[src/rtl/alu_exec_stage.sv]
// alu_exec_stage: registered single-issue ALU execute stage with iterative SLL.
// Latency: 1 cycle accept-to-out_valid for all ops; SLL with shamt>0 takes shamt+1.
// Backpressure: a result is held in DONE until out_ready; in_ready drops while
//   shifting, while a result is stalled, and during reset.
//
// Ports:
//   clk, reset          sole clock, synchronous active-high reset
//   in_valid/in_ready   input handshake for {alu_operation, a, b, shamt}
//   out_valid/out_ready output handshake for {result, zero[, overflow]}
//   result, zero        registered result and result==0 flag
//   overflow            signed ADD/SUB overflow, only when ALU_OVERFLOW_EN is defined
//
// Build option: define ALU_OVERFLOW_EN to add the overflow port and its logic.
// WIDTH must equal 2**SHAMT_W.

module alu_exec_stage #(
  parameter int WIDTH   = 32,
  parameter int SHAMT_W = 5
) (
  input  logic               clk,
  input  logic               reset,
  input  logic               in_valid,
  output logic               in_ready,
  input  logic [3:0]         alu_operation,
  input  logic [WIDTH-1:0]   a,
  input  logic [WIDTH-1:0]   b,
  input  logic [SHAMT_W-1:0] shamt,
  output logic               out_valid,
  input  logic               out_ready,
  output logic [WIDTH-1:0]   result,
  output logic               zero
`ifdef ALU_OVERFLOW_EN
  ,
  output logic               overflow
`endif
);

  localparam logic [3:0] OP_AND = 4'b0000;
  localparam logic [3:0] OP_OR  = 4'b0001;
  localparam logic [3:0] OP_ADD = 4'b0010;
  localparam logic [3:0] OP_SLL = 4'b0011;
  localparam logic [3:0] OP_SUB = 4'b0110;
  localparam logic [3:0] OP_SLT = 4'b0111;
  localparam logic [3:0] OP_NOR = 4'b1100;

  typedef enum logic [1:0] {
    IDLE  = 2'd0,
    SHIFT = 2'd1,
    DONE  = 2'd2
  } state_t;

  state_t             state_q, state_d;
  logic [WIDTH-1:0]   result_q, result_d;
  logic               zero_q, zero_d;
  logic [WIDTH-1:0]   sh_q, sh_d;
  logic [SHAMT_W-1:0] cnt_q, cnt_d;
`ifdef ALU_OVERFLOW_EN
  logic               ovf_q, ovf_d;
`endif

  // Combinational ALU datapath
  logic [WIDTH-1:0] add_res;
  logic [WIDTH-1:0] sub_res;
  logic [WIDTH-1:0] alu_res;
  logic             slt_res;
  logic [WIDTH-1:0] sh_next;
  logic             accept;
  logic             start_shift;
`ifdef ALU_OVERFLOW_EN
  logic             alu_ovf;
`endif

  assign add_res = a + b;
  assign sub_res = a - b;
  assign slt_res = ($signed(a) < $signed(b));
  assign sh_next = sh_q << 1;

  always_comb begin
    alu_res = '0;
    case (alu_operation)
      OP_AND:  alu_res = a & b;
      OP_OR:   alu_res = a | b;
      OP_ADD:  alu_res = add_res;
      OP_SUB:  alu_res = sub_res;
      OP_SLT:  alu_res = {{(WIDTH-1){1'b0}}, slt_res};
      OP_NOR:  alu_res = ~(a | b);
      // Only reached with shamt==0 in practice; larger shifts go through SHIFT.
      OP_SLL:  alu_res = b << shamt;
      default: alu_res = '0;
    endcase
  end

`ifdef ALU_OVERFLOW_EN
  always_comb begin
    alu_ovf = 1'b0;
    case (alu_operation)
      OP_ADD:  alu_ovf = (a[WIDTH-1] == b[WIDTH-1]) && (add_res[WIDTH-1] != a[WIDTH-1]);
      OP_SUB:  alu_ovf = (a[WIDTH-1] != b[WIDTH-1]) && (sub_res[WIDTH-1] != a[WIDTH-1]);
      default: alu_ovf = 1'b0;
    endcase
  end
`endif

  // A new bundle is taken from IDLE, or from DONE in the same cycle the
  // held result drains, giving one result per cycle back-to-back.
  assign in_ready    = !reset && ((state_q == IDLE) || ((state_q == DONE) && out_ready));
  assign accept      = in_valid && in_ready;
  assign start_shift = (alu_operation == OP_SLL) && (shamt != '0);

  always_comb begin
    state_d  = state_q;
    result_d = result_q;
    zero_d   = zero_q;
    sh_d     = sh_q;
    cnt_d    = cnt_q;
`ifdef ALU_OVERFLOW_EN
    ovf_d    = ovf_q;
`endif
    case (state_q)
      IDLE, DONE: begin
        if (accept) begin
          if (start_shift) begin
            state_d = SHIFT;
            sh_d    = b;
            cnt_d   = shamt;
          end else begin
            state_d  = DONE;
            result_d = alu_res;
            zero_d   = (alu_res == '0);
`ifdef ALU_OVERFLOW_EN
            ovf_d    = alu_ovf;
`endif
          end
        end else if ((state_q == DONE) && out_ready) begin
          state_d = IDLE;
        end
      end
      SHIFT: begin
        sh_d  = sh_next;
        cnt_d = cnt_q - SHAMT_W'(1);
        // cnt_q==1 means this edge performs the last single-bit shift.
        if (cnt_q == SHAMT_W'(1)) begin
          state_d  = DONE;
          result_d = sh_next;
          zero_d   = (sh_next == '0);
`ifdef ALU_OVERFLOW_EN
          ovf_d    = 1'b0;
`endif
        end
      end
      default: state_d = IDLE;
    endcase
  end

  always_ff @(posedge clk) begin
    if (reset) begin
      state_q  <= IDLE;
      result_q <= '0;
      zero_q   <= 1'b1;
      sh_q     <= '0;
      cnt_q    <= '0;
`ifdef ALU_OVERFLOW_EN
      ovf_q    <= 1'b0;
`endif
    end else begin
      state_q  <= state_d;
      result_q <= result_d;
      zero_q   <= zero_d;
      sh_q     <= sh_d;
      cnt_q    <= cnt_d;
`ifdef ALU_OVERFLOW_EN
      ovf_q    <= ovf_d;
`endif
    end
  end

  assign out_valid = (state_q == DONE);
  assign result    = result_q;
  assign zero      = zero_q;
`ifdef ALU_OVERFLOW_EN
  assign overflow  = ovf_q;
`endif

endmodule

[config.mk]
export PLATFORM = sky130hd
export DESIGN_NAME = alu_exec_stage
export DESIGN_NICKNAME = d
export VERILOG_FILES = /design/src/rtl/alu_exec_stage.sv
export SDC_FILE = /design/constraint.sdc
export NUM_CORES = 1
export LEC_CHECK = 0
export CELL_PAD_IN_SITES_DETAIL_PLACEMENT = 1
export CELL_PAD_IN_SITES_GLOBAL_PLACEMENT = 1
export CORE_MARGIN = 2
export CORE_UTILIZATION = 30
export DETAILED_ROUTE_END_ITERATION = 7
export PLACE_DENSITY = 0.71
export SYNTH_ARGS = -nofsm -noshare
export SYNTH_HDL_FRONTEND = slang
export SYNTH_SLANG_ARGS = --single-unit
[constraint.sdc]
create_clock -name clk -period 4.05 [get_ports clk]
set_input_delay 0.81 -clock clk [delete_from_list [all_inputs] [get_ports clk]]
set_output_delay 0.81 -clock clk [all_outputs]
set_load 0.005 [all_outputs]
==> results of run 1 <==
## what timing repair did
item,CTS,global route
hold endpoints to repair,0,0
setup endpoints to repair,13,11
setup buffers,38,23
pin swaps,59,75
gates resized for setup,208,208
## power by group through the flow
stage                     Sequential (mW)  Combinational [mW]  Clock, mW
final                               0.738                2.27      0.798
after global routing                0.740                2.38      0.848
after detailed placement            0.753                1.90          0
after global placement              0.752                1.86          0
after floorplan                     0.750               0.874          0
after CTS                           0.738                2.06      0.816
## cell families (layout without fill, tap and decap cells)
kind of cell	count (synthesis)	count (layout)	share of synthesized area, %
buffers and inverters	212	758	8.49
adder cells (fa/ha/maj)	103	103	12.2
AND/OR/NAND/NOR	481	481	21.0
flip-flops	71	71	13.3
AO/OA/AOI/OAI	513	513	34.4
multiplexers	68	68	9.14
XOR/XNOR	17	17	1.40
## how the worst max path moves through the flow
stage,endpoint
finish,zero
global route,zero
CTS,zero
detailed placement,zero
global placement,zero
floorplan,zero
## cell usage in the layout, fill, tap and decap left out, drive strengths merged, types with 38 or more instances in the layout
cell           instances
buf                  544
nor2                 167
nand2                150
a21oi                107
ha                   101
inv                   98
dfxtp                 71
o21ai                 71
clkdlybuf4s50         55
a211oi                45
a22oi                 39
nor3                  38
## layer usage
layer | track usage (%) | wire [um] | up-vias
met4 | 10.8 | 2300 | 0
met3 | 3.29 | 3960 | 147
met2 | 51.2 | 27700 | 594
met1 | 40.8 | 25200 | 7233
met5 | 0 | 0 | -
li1 | - | - | 6552
## sequential cells by signal, indices dropped and copies added (netlist names)
register  count
sh_q         31
cnt_q         5
zero          1
result       32
state_q       2
## cell type report
class / count / area [um2]
clock buffer: 10 / 229
clock inverter: 6 / 70.1
sequential: 71 / 1420
multi-input combinational: 1182 / 9490
inverter: 98 / 373
timing repair buffer: 644 / 5180
tap: 461 / 577
fill: 4320 / 18000
## stage by stage
| step | instances | util, % | instance area (um2) | setup TNS [ns] |
|---|---|---|---|---|
| 4_1_cts | 2450 | 47.3 | 16700 | -0.243 |
| 3_5_place_dp | 2396 | 43.8 | 15500 | -10.15 |
| 6_report | 2472 | 49.1 | 17300 | -0.100 |
| 3_3_place_gp | 2396 | 43.8 | 15500 | -7.89 |
| 5_1_grt | 2472 | 49.1 | 17300 | -0.167 |
| 2_1_floorplan | 1465 | - | 10700 | 0 |
## cell usage after synthesis, types with 7 or more instances
cell type	instances	area share [%]
a211oi_1	43	3.0
a21o_1	17	1.2
a21oi_1	106	5.0
a221oi_1	12	0.99
a22oi_1	39	2.7
a311oi_1	33	2.7
a31oi_1	18	1.1
and2_1	9	0.53
buf_1	8	0.28
buf_2	22	1.0
buf_6	10	1.1
clkbuf_1	72	2.5
dfxtp_1	71	13
ha_1	101	12
inv_1	96	3.4
mux2_2	12	1.3
mux2i_1	31	2.9
mux4_2	21	4.4
nand2_1	150	5.3
nand2b_1	9	0.53
nand3_1	23	1.1
nand4_1	11	0.65
nor2_1	167	5.9
nor2b_1	15	0.88
nor3_1	35	1.6
nor3b_1	7	0.49
nor4_1	15	0.88
o211ai_1	14	0.99
o21ai_0	63	3.0
o21bai_1	10	0.70
o221ai_1	8	0.66
o22a_1	8	0.66
o22ai_1	33	1.9
o31ai_1	14	0.99
xnor2_1	11	0.90
## critical path, cell delays in order
cell and delay (ns):
dlygate4sd2_1 0.23, inv_2 0.06, ha_4 0.27, buf_6 0.11
buf_4 0.12, nand2_1 0.08, o41ai_4 0.40, a21o_1 0.26
buf_6 0.13, o221ai_2 0.11, a221oi_4 0.35, nand3_1 0.14
or4_1 0.47, nand4bb_1 0.20, or4_4 0.44, o31ai_2 0.20
==> run_results.csv, run 1 <==
group,metric,value,unit
synth,synth-seq-area-share,13.3,%
clock_network,cts_inserted_buffers,9,
clock_network,cts.sink_count,71,
global_routing,grtUsageTotal,30.7,%
setup_path,regToRegEndpoint,"zero",
synth,synth.avg_cell_area,7.28,um2
setup_path,timing.reg2reg.worst_path_depth,11,
worst_hold_path,hold_path_class,"flop to flop",
cells_and_area,layout_stage_area_growth_over_the_synthesis_result,62.6,%
timing,final-max-slew-violation-count,0,
clock_network,clock_path_buffers,2,
setup_path,rrSetupSlack,0.72,ns
power_and_ir_drop,peak_ir_drop_on_the_vdd_network,270,uV
run,cap_viol_max_count,0,
timing,max-slew-margin-rel,48.5,%
timing,final_count_of_negative_setup_slack_endpoints,1,
setup_path,setup.worst_path.start_class,"primary input",
power_and_ir_drop,internal_power,2.29,mW
cells_and_area,finish.net_count,2186,
power_and_ir_drop,power.sequential.fraction,19.4,%
synth,postSynthNetCount,1645,
clock_network,cts_max_level,3,
setup_path,worst-setup-path-type,"primary input to flop",
outcome,run_status,"complete, but fails checks",
worst_hold_path,min_from,"result[17]",
clock_network,clock-root-buffer,"clkbuf_16",
detailed_routing,routed_via_density,5.88,
power_and_ir_drop,power_leakage,7.53,nW
outcome,failed_checks,"negative setup slack",
detailed_routing,drt_first_iter_violations,1273,
timing,final_critical_path_time_including_i_o_delays_and_setup,4.15,ns
timing,holdWs,0.470,ns
synth,ys_types,101,
global_routing,grt_start_max_net_pins,73,
setup_path,end_kind,"flop",
synth,synthFlopType,"dfxtp_1",
power_and_ir_drop,switching_power,1.52,mW
detailed_routing,routed_wire_length,59200,um
floorplan,die_h,193,um
floorplan,rows,69,
cells_and_area,n_diodes,0,
detailed_routing,vias,14500,
global_routing,global_route.overflow_total,0,
cells_and_area,post_route_cells_drive_above_1_share,41.8,%
global_routing,grt_first_pass_wirelength,87400,um
power_and_ir_drop,report.power.total,3.81,mW
floorplan,boundaryPins,112,
floorplan,floorplan.die.width,193,um
floorplan,start_util,30.2,%
clock_network,tritoncts,"built",
power_and_ir_drop,power_density_over_the_cells,219,nW/um2
global_routing,via_count_of_the_first_global_routing_pass,14800,
detailed_routing,avgRoutedWirePerCell,23.9,um
worst_hold_path,min_delay_path_depth,2,
timing,grt_setup_unrepaired,"yes",
floorplan,die_area,37100,um2
timing,timing.final.crit_share,102,%
placed_design,dp_worst_setup_slack,-1.32,ns
placed_design,routabilityCongestion,0.989,
timing,finalWorstSetupSlack,-0.100,ns
synth,synthesis.instances,1465,
floorplan,design.core.area,35300,um2
clock_network,path_clk_slew,0.06,ns
synth,postSynth.asyncResetShare,0,%
synth,ys_ff_latch,71,
clock_network,worst_skew_pair.late_latency,0.34,ns
detailed_routing,drt.antenna.violating_nets,0,
timing,finalClockSkew,0.0102,ns
timing,final_hold_viol_count,0,
power_and_ir_drop,share_comb_of_total_power,59.6,%
global_routing,antenna_violations_before_repair,0,
power_and_ir_drop,share_clk_of_total_power,21.0,%
worst_hold_path,hold-path-endpoint,"result[17]",
synth,netlist_area,10700,um2
synth,synth.yosys.warnings,0,
detailed_routing,drt_drc_violations_left,0,
placed_design,portBuffers,111,
setup_path,crit_path_max_fanout,4,
setup_path,crit-reg2reg-launch,"cnt_q[0]",
setup_path,critPathRequiredTime,4.30,ns
timing,timing.fmax,0.241,GHz
synth,synth_enable_flop_cells,0,
setup_path,arrival,4.40,ns
detailed_routing,drt_pre_antenna_iters,6,
power_and_ir_drop,proportion_of_total_power_due_to_net_switching,40.0,%
placed_design,detailedPlacementHpwl,45600,um
timing,timing_worst_slew_pin_value,0.773,ns
clock_network,hold_buf_cts,0,
setup_path,crit_start,"b[14]",
Note: power is estimated with default switching activity, not from simulation.
==> inputs of run 2 (changes only) <==
- GPL_TIMING_DRIVEN: unset -> 1
==> results of run 2 <==
Final layout, timing and power as in run 1 (identical DEF).
